$ cat src/rtl/antirrebote_boton_if.sv
// ---------------------------------------------------------------------------
// antirrebote_boton_if
// Groups the button-side signals of the debouncer.
//   btn_in            raw asynchronous button pin (driven by the board/bench)
//   btn_estable       debounced level, 1 = pressed
//   pulso_presion     one-cycle pulse on an accepted press
//   pulso_liberacion  one-cycle pulse on an accepted release
//   pulso_largo       one-cycle pulse after a long hold, once per press
//   conteo_presiones  count of accepted presses, wraps 255 -> 0
// master: the side that owns the pin and consumes the conditioned outputs.
// slave : the debouncer itself.
// ---------------------------------------------------------------------------
interface antirrebote_boton_if;
  logic       btn_in;
  logic       btn_estable;
  logic       pulso_presion;
  logic       pulso_liberacion;
  logic       pulso_largo;
  logic [7:0] conteo_presiones;

  modport master (
    output btn_in,
    input  btn_estable,
    input  pulso_presion,
    input  pulso_liberacion,
    input  pulso_largo,
    input  conteo_presiones
  );

  modport slave (
    input  btn_in,
    output btn_estable,
    output pulso_presion,
    output pulso_liberacion,
    output pulso_largo,
    output conteo_presiones
  );
endinterface

$ cat src/rtl/antirrebote_boton.sv
// ---------------------------------------------------------------------------
// antirrebote_boton
// Push-button conditioning: 2-FF synchroniser followed by a 4-state
// validation machine that accepts a level change only after it has been
// stable for DEBOUNCE_CYCLES cycles. Emits a clean level plus one-cycle
// press, release and long-press pulses and a wrapping press counter.
// Ports:
//   clk  system clock (50 MHz on the board)
//   rst  synchronous reset, active-high
//   bus  antirrebote_boton_if.slave (btn_in in, conditioned outputs out)
// Parameters:
//   DEBOUNCE_CYCLES  stable cycles to accept a change (>= 2)
//   LONG_CYCLES      cycles held pressed before pulso_largo (> DEBOUNCE_CYCLES)
//   ACTIVE_LOW       1 = pin reads 0 when pressed
// ---------------------------------------------------------------------------
module antirrebote_boton #(
  parameter int DEBOUNCE_CYCLES = 500000,
  parameter int LONG_CYCLES     = 50000000,
  parameter bit ACTIVE_LOW      = 1'b1
) (
  input  logic                       clk,
  input  logic                       rst,
  antirrebote_boton_if.slave         bus
);

  localparam int CNT_W   = $clog2(DEBOUNCE_CYCLES);
  localparam int LARGO_W = $clog2(LONG_CYCLES);

  localparam logic [CNT_W-1:0]   CNT_MAX   = CNT_W'(DEBOUNCE_CYCLES - 1);
  localparam logic [CNT_W-1:0]   CNT_ONE   = CNT_W'(1);
  localparam logic [LARGO_W-1:0] LARGO_MAX = LARGO_W'(LONG_CYCLES - 1);
  localparam logic [LARGO_W-1:0] LARGO_ONE = LARGO_W'(1);

  typedef enum logic [1:0] {
    SUELTO,
    VALIDANDO_PRESION,
    PRESIONADO,
    VALIDANDO_LIBERACION
  } estado_t;

  // Synchroniser; reset loads the idle pin level so no phantom press appears.
  logic [1:0] r_sync;
  logic       w_btn_s;

  always_ff @(posedge clk) begin
    if (rst) begin
      r_sync <= {2{ACTIVE_LOW}};
    end else begin
      r_sync <= {r_sync[0], bus.btn_in};
    end
  end

  // Normalised "pressed" regardless of pin polarity.
  assign w_btn_s = r_sync[1] ^ ACTIVE_LOW;

  estado_t              r_state,         w_state_next;
  logic [CNT_W-1:0]     r_cnt,           w_cnt_next;
  logic [LARGO_W-1:0]   r_largo_cnt,     w_largo_cnt_next;
  logic                 r_largo_hecho,   w_largo_hecho_next;
  logic                 r_estable,       w_estable_next;
  logic                 r_presion,       w_presion_next;
  logic                 r_liberacion,    w_liberacion_next;
  logic                 r_largo,         w_largo_next;
  logic [7:0]           r_conteo,        w_conteo_next;

  always_ff @(posedge clk) begin
    if (rst) begin
      r_state       <= SUELTO;
      r_cnt         <= '0;
      r_largo_cnt   <= '0;
      r_largo_hecho <= 1'b0;
      r_estable     <= 1'b0;
      r_presion     <= 1'b0;
      r_liberacion  <= 1'b0;
      r_largo       <= 1'b0;
      r_conteo      <= '0;
    end else begin
      r_state       <= w_state_next;
      r_cnt         <= w_cnt_next;
      r_largo_cnt   <= w_largo_cnt_next;
      r_largo_hecho <= w_largo_hecho_next;
      r_estable     <= w_estable_next;
      r_presion     <= w_presion_next;
      r_liberacion  <= w_liberacion_next;
      r_largo       <= w_largo_next;
      r_conteo      <= w_conteo_next;
    end
  end

  always_comb begin
    w_state_next       = r_state;
    w_cnt_next         = r_cnt;
    w_largo_cnt_next   = r_largo_cnt;
    w_largo_hecho_next = r_largo_hecho;
    w_estable_next     = r_estable;
    w_presion_next     = 1'b0;
    w_liberacion_next  = 1'b0;
    w_largo_next       = 1'b0;
    w_conteo_next      = r_conteo;

    unique case (r_state)
      SUELTO: begin
        if (w_btn_s) begin
          w_state_next = VALIDANDO_PRESION;
          w_cnt_next   = '0;
        end
      end

      VALIDANDO_PRESION: begin
        if (!w_btn_s) begin
          w_state_next = SUELTO;               // bounce: drop silently
        end else if (r_cnt == CNT_MAX) begin
          w_state_next       = PRESIONADO;
          w_estable_next     = 1'b1;
          w_presion_next     = 1'b1;
          w_conteo_next      = r_conteo + 8'd1;
          w_largo_cnt_next   = '0;
          w_largo_hecho_next = 1'b0;
        end else begin
          w_cnt_next = r_cnt + CNT_ONE;
        end
      end

      PRESIONADO: begin
        if (!w_btn_s) begin
          w_state_next = VALIDANDO_LIBERACION;
          w_cnt_next   = '0;
        end else begin
          if (r_largo_cnt != LARGO_MAX) begin
            w_largo_cnt_next = r_largo_cnt + LARGO_ONE;
          end
          // Saturated counter plus the done flag give one pulse per press.
          if (r_largo_cnt == LARGO_MAX && !r_largo_hecho) begin
            w_largo_next       = 1'b1;
            w_largo_hecho_next = 1'b1;
          end
        end
      end

      VALIDANDO_LIBERACION: begin
        if (w_btn_s) begin
          // Release glitch: resume the same press, long-press progress kept.
          w_state_next = PRESIONADO;
        end else if (r_cnt == CNT_MAX) begin
          w_state_next      = SUELTO;
          w_estable_next    = 1'b0;
          w_liberacion_next = 1'b1;
        end else begin
          w_cnt_next = r_cnt + CNT_ONE;
        end
      end

      default: begin
        w_state_next = SUELTO;
      end
    endcase
  end

  assign bus.btn_estable      = r_estable;
  assign bus.pulso_presion    = r_presion;
  assign bus.pulso_liberacion = r_liberacion;
  assign bus.pulso_largo      = r_largo;
  assign bus.conteo_presiones = r_conteo;

endmodule

$ cat src/flat_wrapper.sv
// flat-port wrapper written by rule: the top's interface ports become plain ports
module antirrebote_boton_flat 
#(
  parameter int DEBOUNCE_CYCLES = 500000,
  parameter int LONG_CYCLES     = 50000000,
  parameter bit ACTIVE_LOW      = 1'b1
)
  (clk, rst, bus_btn_in, bus_btn_estable, bus_pulso_presion, bus_pulso_liberacion, bus_pulso_largo, bus_conteo_presiones);
  antirrebote_boton_if bus_i ();
  input  logic clk;
  input  logic rst;
  input wire logic [$bits(bus_i.btn_in)-1:0] bus_btn_in;
  output wire logic [$bits(bus_i.btn_estable)-1:0] bus_btn_estable;
  output wire logic [$bits(bus_i.pulso_presion)-1:0] bus_pulso_presion;
  output wire logic [$bits(bus_i.pulso_liberacion)-1:0] bus_pulso_liberacion;
  output wire logic [$bits(bus_i.pulso_largo)-1:0] bus_pulso_largo;
  output wire logic [$bits(bus_i.conteo_presiones)-1:0] bus_conteo_presiones;
  assign bus_i.btn_in = bus_btn_in;
  assign bus_btn_estable = bus_i.btn_estable;
  assign bus_pulso_presion = bus_i.pulso_presion;
  assign bus_pulso_liberacion = bus_i.pulso_liberacion;
  assign bus_pulso_largo = bus_i.pulso_largo;
  assign bus_conteo_presiones = bus_i.conteo_presiones;
  antirrebote_boton #(.DEBOUNCE_CYCLES(DEBOUNCE_CYCLES), .LONG_CYCLES(LONG_CYCLES), .ACTIVE_LOW(ACTIVE_LOW)) u_core (.clk(clk), .rst(rst), .bus(bus_i));
endmodule
$ cat config.mk
export PLATFORM = sky130hd
export DESIGN_NAME = antirrebote_boton_flat
export DESIGN_NICKNAME = d
export VERILOG_FILES = /design/src/rtl/antirrebote_boton_if.sv /design/src/rtl/antirrebote_boton.sv /design/src/flat_wrapper.sv
export SDC_FILE = /design/constraint.sdc
export NUM_CORES = 1
export LEC_CHECK = 0
export CAP_MARGIN = 20
export CORE_MARGIN = 8
export CORE_UTILIZATION = 49
export DETAILED_ROUTE_END_ITERATION = 12
export PLACE_DENSITY = 0.66
export SYNTH_ARGS = -nofsm -noshare
export SYNTH_HDL_FRONTEND = slang
export SYNTH_SLANG_ARGS = --single-unit
export TNS_END_PERCENT = 100
$ cat constraint.sdc
create_clock -name clk -period 5 [get_ports clk]
set_clock_uncertainty 0.15 [all_clocks]
set_input_delay 1 -clock clk [delete_from_list [all_inputs] [get_ports clk]]
set_output_delay 1 -clock clk [all_outputs]
set_load 0.05 [all_outputs]
======== After elaboration in Yosys (flattened, before gate mapping) ========
Index checks and enable logic that the tools add are counted.
Widths: inputs -> output; s select.
word-level totals
  flip-flop bits (word level) ............. 62
  logic and storage cells ................. 77
cells by class
  $add $sub $neg .......................... 3
  equality and inequality tests ........... 17
  mux-type cells .......................... 29
  bitwise gates (word level) .............. 4
  reductions and logical operators ........ 14
operators by type and width
  cell                   number
  $mux 26                4
  $mux 19                5
  $pmux 19 s4            1
  $pmux 26 s2            1
  $add 26x1->26 const B  1
  $eq 26x26->1 const B   1
  $ne 26x26->1 const B   1
  $add 19x1->19 const B  1
  $eq 19x19->1 const B   1
  $reduce_and 5->1       3
  $mux 2                 6
  $ne 2x1->1 const B     6
  $mux 1                 9
  $reduce_or 3->1        3
  $add 8x1->8 const B    1
  $pmux 2 s4             1
  $reduce_and 4->1       2
  $ne 2x2->1 const B     3
  $eq 2x2->1 const B     2
  $not 1->1              4
  $pmux 1 s2             2
  $reduce_bool 2->1      2
  $ne 3x1->1 const B     1
  $ne 3x3->1 const B     1
  other kinds (5)        5

======== Longest topological paths before layout ========
Gate-level depths: netlist (run 1).
  word-level depth ........................ 5
  gate-level depth with buffers ........... 10

======== Worst setup path before layout (run 1) ========
No wires, ideal clock.
  path type ............................... register -> register
  from .................................... register u_core.r_cnt[0]
  to ...................................... register u_core.r_conteo[4] (netlist: u_core.bus.conteo_presiones[4])
  setup time .............................. 0.132 ns
  arrival time ............................ 2.315 ns
  required time ........................... 4.718 ns
  setup slack ............................. 2.402 ns
  stages on the path, launching flop included .. 11
  clock period less this slack ............ 2.598 ns
  path through ............................ dfxtp_1 > ha_1 > nand4_1 > or4_1 > buf_2 > or3_1 > clkbuf_1 > buf_2 > clkbuf_1 > o21ai_0 > a21oi_1
on the way
  cells in the longest elaborated chain, start to end .. 2
RTL lines
  element                     RTL line                  source
  from (decl)                 antirrebote_boton.sv:57   logic [CNT_W-1:0] r_cnt, w_cnt_next;
  from (signal assigned)      antirrebote_boton.sv:79   r_cnt <= w_cnt_next;
  $eq 19x19->1                antirrebote_boton.sv:112  end else if (r_cnt == CNT_MAX) begin
  $reduce_and 3->1 (no line)  --
  to (signal assigned)        antirrebote_boton.sv:86   r_conteo <= w_conteo_next;
  to (decl)                   antirrebote_boton.sv:64   logic [7:0] r_conteo, w_conteo_next;
No other way between the ends.
A chain may end at the register's enable or synchronous reset.

======== Worst setup path after layout (run 1) ========
  from .................................... register u_core.r_cnt[0]
  to ...................................... register u_core.r_conteo[7] (netlist: u_core.bus.conteo_presiones[7])
The elaborated chain is that of the path after synthesis.

==> flow_metrics.env, run 1 <==
export IMPL_path_cells="ha_1, nand4_1, or4_1, or3_1, or4_1, a21oi_1"
export IMPL_swShare=0.2366
export IMPL_drt_pass1_iterations=7
export IMPL_timing_rr_start="u_core.r_cnt[0]$_SDFFE_PP0P_"
export IMPL_synth_mux_area_frac=0.04104
export IMPL_synthCells=401
export IMPL_row_count=29
export IMPL_fp_dieW_um=97.22
export IMPL_nFillCells=599
export IMPL_cts_resized_gates=0
export IMPL_num_antenna_cells=0
export IMPL_final_setup_viol_count=0
export IMPL_endpoint="u_core.bus.conteo_presiones[7]$_SDFFE_PP0P_"
export IMPL_die_h_um=97.22
export IMPL_holdBufCountCts=0
export IMPL_drcViolationCount=0
export IMPL_async_reset_ff_frac=0
export IMPL_antenna_found_initial=0
export IMPL_root_buffer="clkbuf_8"
export IMPL_status="finished clean"
export IMPL_r2r_slack_ns=1.64
export IMPL_cp_depth=6
export IMPL_syn_to_final_growth_pct=10.69
export IMPL_synthXorXnorAreaFrac=0.02981
export IMPL_power_share_combinational=0.028
export IMPL_postLayoutSetupSlackWorst_ns=1.637
export IMPL_p_int_mw=0.7350
export IMPL_cts_htree_levels=3
export IMPL_dp_hpwl_um=5395
export IMPL_critPathLaunchType="register"
export IMPL_insertion_delay_ns=0.34
export IMPL_crit_family="simple AND/OR/NAND/NOR gates"
export IMPL_startpoint="u_core.r_cnt[0]$_SDFFE_PP0P_"
export IMPL_grt_max_degree=35
export IMPL_slowest_stage="or3_1"
export IMPL_rsz0062_at_grt="no"
export IMPL_p_sw_mw=0.2278
export IMPL_cts_num_sinks=62
export IMPL_ys_flop_type="dfxtp_1"
export IMPL_wl_per_cell_um=16.15
export IMPL_ys_seq_elements=62
export IMPL_viasPerCell=6.375
export IMPL_postCtsSetupBuffers=0
export IMPL_place_congestion=0.8920
export IMPL_cts_tree="yes"
export IMPL_hold_class="reg -> reg"
export IMPL_crit_path_frequent_cell="or4_1"
export IMPL_boundaryPins=15
export IMPL_overflow=0
export IMPL_num_vias=3079
export IMPL_synth_compound_area_share=0.2102
export IMPL_first_global_vias=2852
export IMPL_tightest_slew_ns=1.051
export IMPL_synth_top_family_by_area="simple AND/OR/NAND/NOR gates"
export IMPL_place_inst=467
export IMPL_worstPathArrival_ns=3.48
export IMPL_ant_nets=0
export IMPL_max_stage_delay_ns=0.89
export IMPL_path_clk_slew_ns=0.08
export IMPL_fin_nets=407
export IMPL_cts_buffers=9
export IMPL_layout_common_cells="dfxtp_1 (62), nand2_1 (40), a21oi_1 (29)"
export IMPL_finalWirelength_um=7801
export IMPL_rr_worst_depth=6
export IMPL_start_util=0.5090
export IMPL_holdWs_ns=0.2758
export IMPL_period_minus_slack_ns=3.363
export IMPL_synthAdderAreaFrac=0.01161
export IMPL_drive_above_1_share=0.06404
export IMPL_worstSetupEndpointType="register"
export IMPL_synth_edf_count=0
export IMPL_dieArea_um2=9451
export IMPL_grt_use_total=0.1674
export IMPL_final_area_um2=3577
export IMPL_portBuffers=14
export IMPL_power_density_nw_per_um2=269.2
export IMPL_final_common_cell="dfxtp_1"
export IMPL_synth_avg_cell_area_um2=8.059
export IMPL_irDropWorstVdd_mv=0.1966
export IMPL_netlist_area_um2=3232
export IMPL_place_ws_ns=1.664
export IMPL_power_leakage_nw=1.103
export IMPL_slew_headroom=0.2928
export IMPL_setup_tns_ns=0
export IMPL_crit_required_ns=5.12
export IMPL_hold_viol=0
export IMPL_min_period_over_period=0.6726
export IMPL_synth_cell_type_count=51
export IMPL_synthSimpleGateAreaFrac=0.2760
export IMPL_dpl_cell_area_um2=3379
export IMPL_syn_nets=407
export IMPL_clkPwrFrac=0.455
export IMPL_yosysSeqAreaShare=0.3840
export IMPL_cp_max_fo=33
export IMPL_r2r_end="u_core.bus.conteo_presiones[7]$_SDFFE_PP0P_"
export IMPL_final_max_slew_viol_count=0
export IMPL_maxClockFrequency_mhz=297.4
export IMPL_stdcell_count=483
export IMPL_dr_first_iter_drc_count=177
export IMPL_core_um2=6350
export IMPL_grt_pass1_wl_um=13700
export IMPL_worst_path_buf_inv=0
export IMPL_cts_path_max_buffers=2
export IMPL_path_class="reg -> reg"
export IMPL_yosys_warnings=0
export IMPL_drv_cap=0
export IMPL_share_seq_of_total_power=0.517
-- power groups by stage --
| stage | sequential, mW | clock (mW) | combinational (mW) |
|---|---|---|---|
| after global routing | 0.498 | 0.473 | 0.0298 |
| after detailed placement | 0.509 | 0 | 0.0274 |
| after global placement | 0.509 | 0 | 0.0270 |
| final | 0.498 | 0.438 | 0.0270 |
| after CTS | 0.497 | 0.448 | 0.0273 |
| after floorplan | 0.510 | 0 | 0.0176 |
-- synthesized netlist by cell type, drive strengths merged, types with 5 or more instances --
library cell / instances / area, µm²
o31ai: 6 / 45.04
a31oi: 6 / 37.54
and3: 7 / 43.79
or4: 5 / 37.54
nand4: 13 / 81.33
nor4: 7 / 43.79
o211ai: 5 / 37.54
o21ai: 18 / 90.08
nor2: 24 / 90.09
nand2b: 8 / 50.05
inv: 13 / 48.80
mux2i: 11 / 110.1
xor2: 7 / 61.31
a21oi: 29 / 145.1
clkbuf: 25 / 93.84
dfxtp: 62 / 1241
o2111ai: 9 / 78.83
nand2: 40 / 150.1
nand3: 25 / 125.1
nor3: 13 / 65.06
or3: 12 / 75.07
-- routing by layer --
layer,global-route usage,wire length [µm]
met5,0,0
met4,0.06993,129
met3,0.03272,403
met2,0.2583,3457
met1,0.2211,3811
-- metrics by stage --
step | util | total power [mW]
6_report | 0.5634 | 0.9628
2_1_floorplan | - | 0.5275
5_1_grt | 0.5634 | 1.000
4_1_cts | 0.5634 | 0.9732
3_3_place_gp | 0.5322 | 0.5359
3_5_place_dp | 0.5322 | 0.5364
-- worst min path at each step --
stage	startpoint	end	slack, ns	depth (start not counted)
6_report	u_core.r_sync[0]$_SDFF_PP1_	u_core.r_sync[1]$_SDFF_PP1_	0.28	1
4_1_cts	u_core.r_sync[0]$_SDFF_PP1_	u_core.r_sync[1]$_SDFF_PP1_	0.28	1
2_1_floorplan	u_core.r_sync[0]$_SDFF_PP1_	u_core.r_sync[1]$_SDFF_PP1_	0.24	1
3_3_place_gp	u_core.r_sync[0]$_SDFF_PP1_	u_core.r_sync[1]$_SDFF_PP1_	0.26	1
5_1_grt	u_core.r_sync[0]$_SDFF_PP1_	u_core.r_sync[1]$_SDFF_PP1_	0.29	1
3_5_place_dp	u_core.r_sync[0]$_SDFF_PP1_	u_core.r_sync[1]$_SDFF_PP1_	0.25	1
-- cells by family (layout without fill, tap and decap cells) --
| family | Yosys count | in the layout |
|---|---|---|
| buf+inv | 40 | 45 |
| fa+ha+maj | 3 | 3 |
| xor+xnor | 11 | 11 |
| mux | 13 | 13 |
| simple gates | 171 | 171 |
| flops | 62 | 62 |
| compound gates | 101 | 101 |
-- state kept, by name, summed over array words and instances (netlist names), named ones only --
name                         flops
u_core.bus.pulso_presion         1
u_core.r_cnt                    19
u_core.r_sync                    2
u_core.r_state                   1
u_core.bus.conteo_presiones      8
u_core.bus.pulso_liberacion      1
u_core.r_largo_hecho             1
u_core.bus.btn_estable           1
u_core.r_largo_cnt              26
u_core.bus.pulso_largo           1
-- worst register-to-register path: stages, from the launching register on --
cell     delay [ns]
dfxtp_1        0.37
ha_1           0.20
nand4_1        0.09
or4_1          0.79
or3_1          0.90
or4_1          0.66
a21oi_1        0.15
-- cell type report --
cell class / instances / area (µm²) / share of cell area
clock buffers: 9 / 123.9 / 0.03463
clock inverters: 7 / 73.82 / 0.02064
inverters: 13 / 48.80 / 0.01364
multi-input cells: 299 / 1838 / 0.5138
flip-flops and latches: 62 / 1241 / 0.3470
well taps: 77 / 96.34 / 0.02693
repair buffers: 16 / 155.1 / 0.04337
Power figures use the tool's default switching activity.
==> inputs of run 2 (changes only) <==
--- a/config.mk
+++ b/config.mk
@@ -9,7 +9,7 @@
 export CORE_MARGIN = 8
 export CORE_UTILIZATION = 49
 export DETAILED_ROUTE_END_ITERATION = 12
-export PLACE_DENSITY = 0.66
+export PLACE_DENSITY = 0.68
 export SYNTH_ARGS = -nofsm -noshare
 export SYNTH_HDL_FRONTEND = slang
 export SYNTH_SLANG_ARGS = --single-unit
==> constraint.sdc (replaced) <==
create_clock -name clk -period 3 [get_ports clk]
set_clock_uncertainty 0.15 [all_clocks]
set_input_delay 0.6 -clock clk [delete_from_list [all_inputs] [get_ports clk]]
set_output_delay 0.6 -clock clk [all_outputs]
set_load 0.05 [all_outputs]
==> run 2 against run 1 <==
- register-to-register slack worse by 1.4 ns
- wire length up 4.1%
- core utilization up 1.9 points
- hold slack worse by 0.012 ns
- critical path depth up 1
- flip-flop and latch count unchanged
- clock power up 98%
- final area up 3.3%
- die area unchanged
- sequential power up 66%
==> flow_metrics.env, run 2 (synthesized netlist as in run 1, its figures left out) <==
export IMPL_path_class="reg -> reg"
export IMPL_overflow=0
export IMPL_holdWs_ns=0.2636
export IMPL_grt_use_total=0.1742
export IMPL_regMostFlops="u_core.r_largo_cnt"
export IMPL_largest_register_ffs=26
export IMPL_postLayoutSetupSlackWorst_ns=0.2380
export IMPL_worstPathArrival_ns=2.91
export IMPL_irDropWorstVdd_mv=0.3894
export IMPL_dpl_cell_area_um2=3462
export IMPL_slew_headroom=0.4419
export IMPL_tightest_slew_ns=0.8307
export IMPL_viasPerCell=6.243
export IMPL_startpoint="u_core.r_cnt[0]$_SDFFE_PP0P_"
export IMPL_final_max_slew_viol_count=0
export IMPL_die_h_um=97.22
export IMPL_cts_tree="yes"
export IMPL_grt_max_degree=34
export IMPL_hold_class="reg -> reg"
export IMPL_num_vias=3084
export IMPL_rsz0062_at_grt="no"
export IMPL_r2r_end="u_core.r_largo_cnt[24]$_SDFFE_PP0P_"
export IMPL_cts_htree_levels=3
export IMPL_timing_rr_start="u_core.r_cnt[0]$_SDFFE_PP0P_"
export IMPL_power_leakage_nw=1.174
export IMPL_finish_utilization=0.5821
export IMPL_dieArea_um2=9451
export IMPL_drive_above_1_share=0.08633
export IMPL_stdcell_count=494
export IMPL_layout_common_cells="dfxtp_1 (62), nand2_1 (40), a21oi_1 (29)"
export IMPL_boundaryPins=15
export IMPL_cts_buffers=9
export IMPL_cts_resized_gates=0
export IMPL_slowest_stage="or3_1"
export IMPL_path_cells="ha_1, nand4_1, or4_1, or3_1, buf_4, a2111o_1, nand2_1"
export IMPL_ant_nets=0
export IMPL_first_global_vias=2859
export IMPL_drt_pass1_iterations=4
export IMPL_holdBufCountCts=0
export IMPL_portBuffers=14
export IMPL_place_congestion=0.9295
export IMPL_final_area_um2=3696
export IMPL_dr_first_iter_drc_count=174
export IMPL_setup_tns_ns=0
export IMPL_fin_nets=418
export IMPL_rr_worst_depth=7
export IMPL_fp_dieW_um=97.22
export IMPL_power_density_nw_per_um2=472.0
export IMPL_crit_required_ns=3.15
export IMPL_place_inst=478
export IMPL_root_buffer="clkbuf_8"
export IMPL_place_ws_ns=0.2884
export IMPL_antenna_found_initial=0
export IMPL_worstSetupEndpointType="register"
export IMPL_period_minus_slack_ns=2.762
export IMPL_max_stage_delay_ns=0.55
export IMPL_cts_path_max_buffers=2
export IMPL_path_clk_slew_ns=0.07
export IMPL_min_period_over_period=0.9207
export IMPL_drcViolationCount=0
export IMPL_final_common_cell="dfxtp_1"
export IMPL_total_power_mw=1.745
export IMPL_final_setup_viol_count=0
export IMPL_wl_per_cell_um=16.43
export IMPL_maxClockFrequency_mhz=362.1
export IMPL_row_count=29
export IMPL_r2r_slack_ns=0.24
export IMPL_grt_pass1_wl_um=13940
export IMPL_hold_viol=0
export IMPL_status="finished clean"
export IMPL_finalWirelength_um=8117
export IMPL_syn_to_final_growth_pct=14.36
export IMPL_num_antenna_cells=0
export IMPL_critPathLaunchType="register"
export IMPL_insertion_delay_ns=0.35
export IMPL_dp_hpwl_um=5473
export IMPL_cp_max_fo=24
export IMPL_nFillCells=592
export IMPL_cts_num_sinks=62
export IMPL_core_um2=6350
export IMPL_start_util=0.5090
export IMPL_postCtsSetupBuffers=0
export IMPL_drv_cap=0
export IMPL_endpoint="u_core.r_largo_cnt[24]$_SDFFE_PP0P_"
run 2: changes by cell type in the layout (fill, tap and decap cells not counted), sizes merged:
cell | before | now
clkinv | 4 | 1
inv | 14 | 13
bufinv | 1 | 2
buf | 2 | 13
clkinvlp | 1 | 0
clkbuf | 9 | 13
run 2: metal layers:
layer,global-route usage,routed length [µm],vias to the layer above
met5,0,0,-
met4,0.08159,141,0
met3,0.04836,449,12
met2,0.2594,3542,76
met1,0.2258,3984,1474
li1,-,-,1522
run 2: final cells by class:
type	instances	area, µm²	area share
Multi-Input combinational cell	299	1838	0.4973
Sequential cell	62	1241	0.3358
Timing Repair Buffer	27	237.7	0.06432
Clock buffer	13	168.9	0.04570
Tap cell	77	96.34	0.02607
Clock inverter	3	65.06	0.01760
Inverter	13	48.80	0.01320
run 2: critical path, delay by kind of cell, from the launching register on:
family / cells / cell delay (ns)
buffers and inverters: 1 / 0.29
adders and majority gates: 1 / 0.21
and+or+nand+nor: 4 / 1.25
DFF: 1 / 0.38
AOI/OAI and AO/OA: 1 / 0.43
run 2: report_power, final:
part / internal, mW / switching, mW
clock network: 0.535 / 0.331
registers: 0.826 / 0.00285
logic: 0.0160 / 0.0340
run 2: worst min path at each step:
stage / to / cells after the start / slack, ns / start
2_1_floorplan: u_core.r_sync[1]$_SDFF_PP1_ / 1 / 0.24 / u_core.r_sync[0]$_SDFF_PP1_
3_3_place_gp: u_core.r_sync[1]$_SDFF_PP1_ / 1 / 0.25 / u_core.r_sync[0]$_SDFF_PP1_
3_5_place_dp: u_core.r_sync[1]$_SDFF_PP1_ / 1 / 0.25 / u_core.r_sync[0]$_SDFF_PP1_
4_1_cts: u_core.r_sync[1]$_SDFF_PP1_ / 1 / 0.27 / u_core.r_sync[0]$_SDFF_PP1_
5_1_grt: u_core.r_sync[1]$_SDFF_PP1_ / 1 / 0.27 / u_core.r_sync[0]$_SDFF_PP1_
6_report: u_core.r_sync[1]$_SDFF_PP1_ / 1 / 0.26 / u_core.r_sync[0]$_SDFF_PP1_
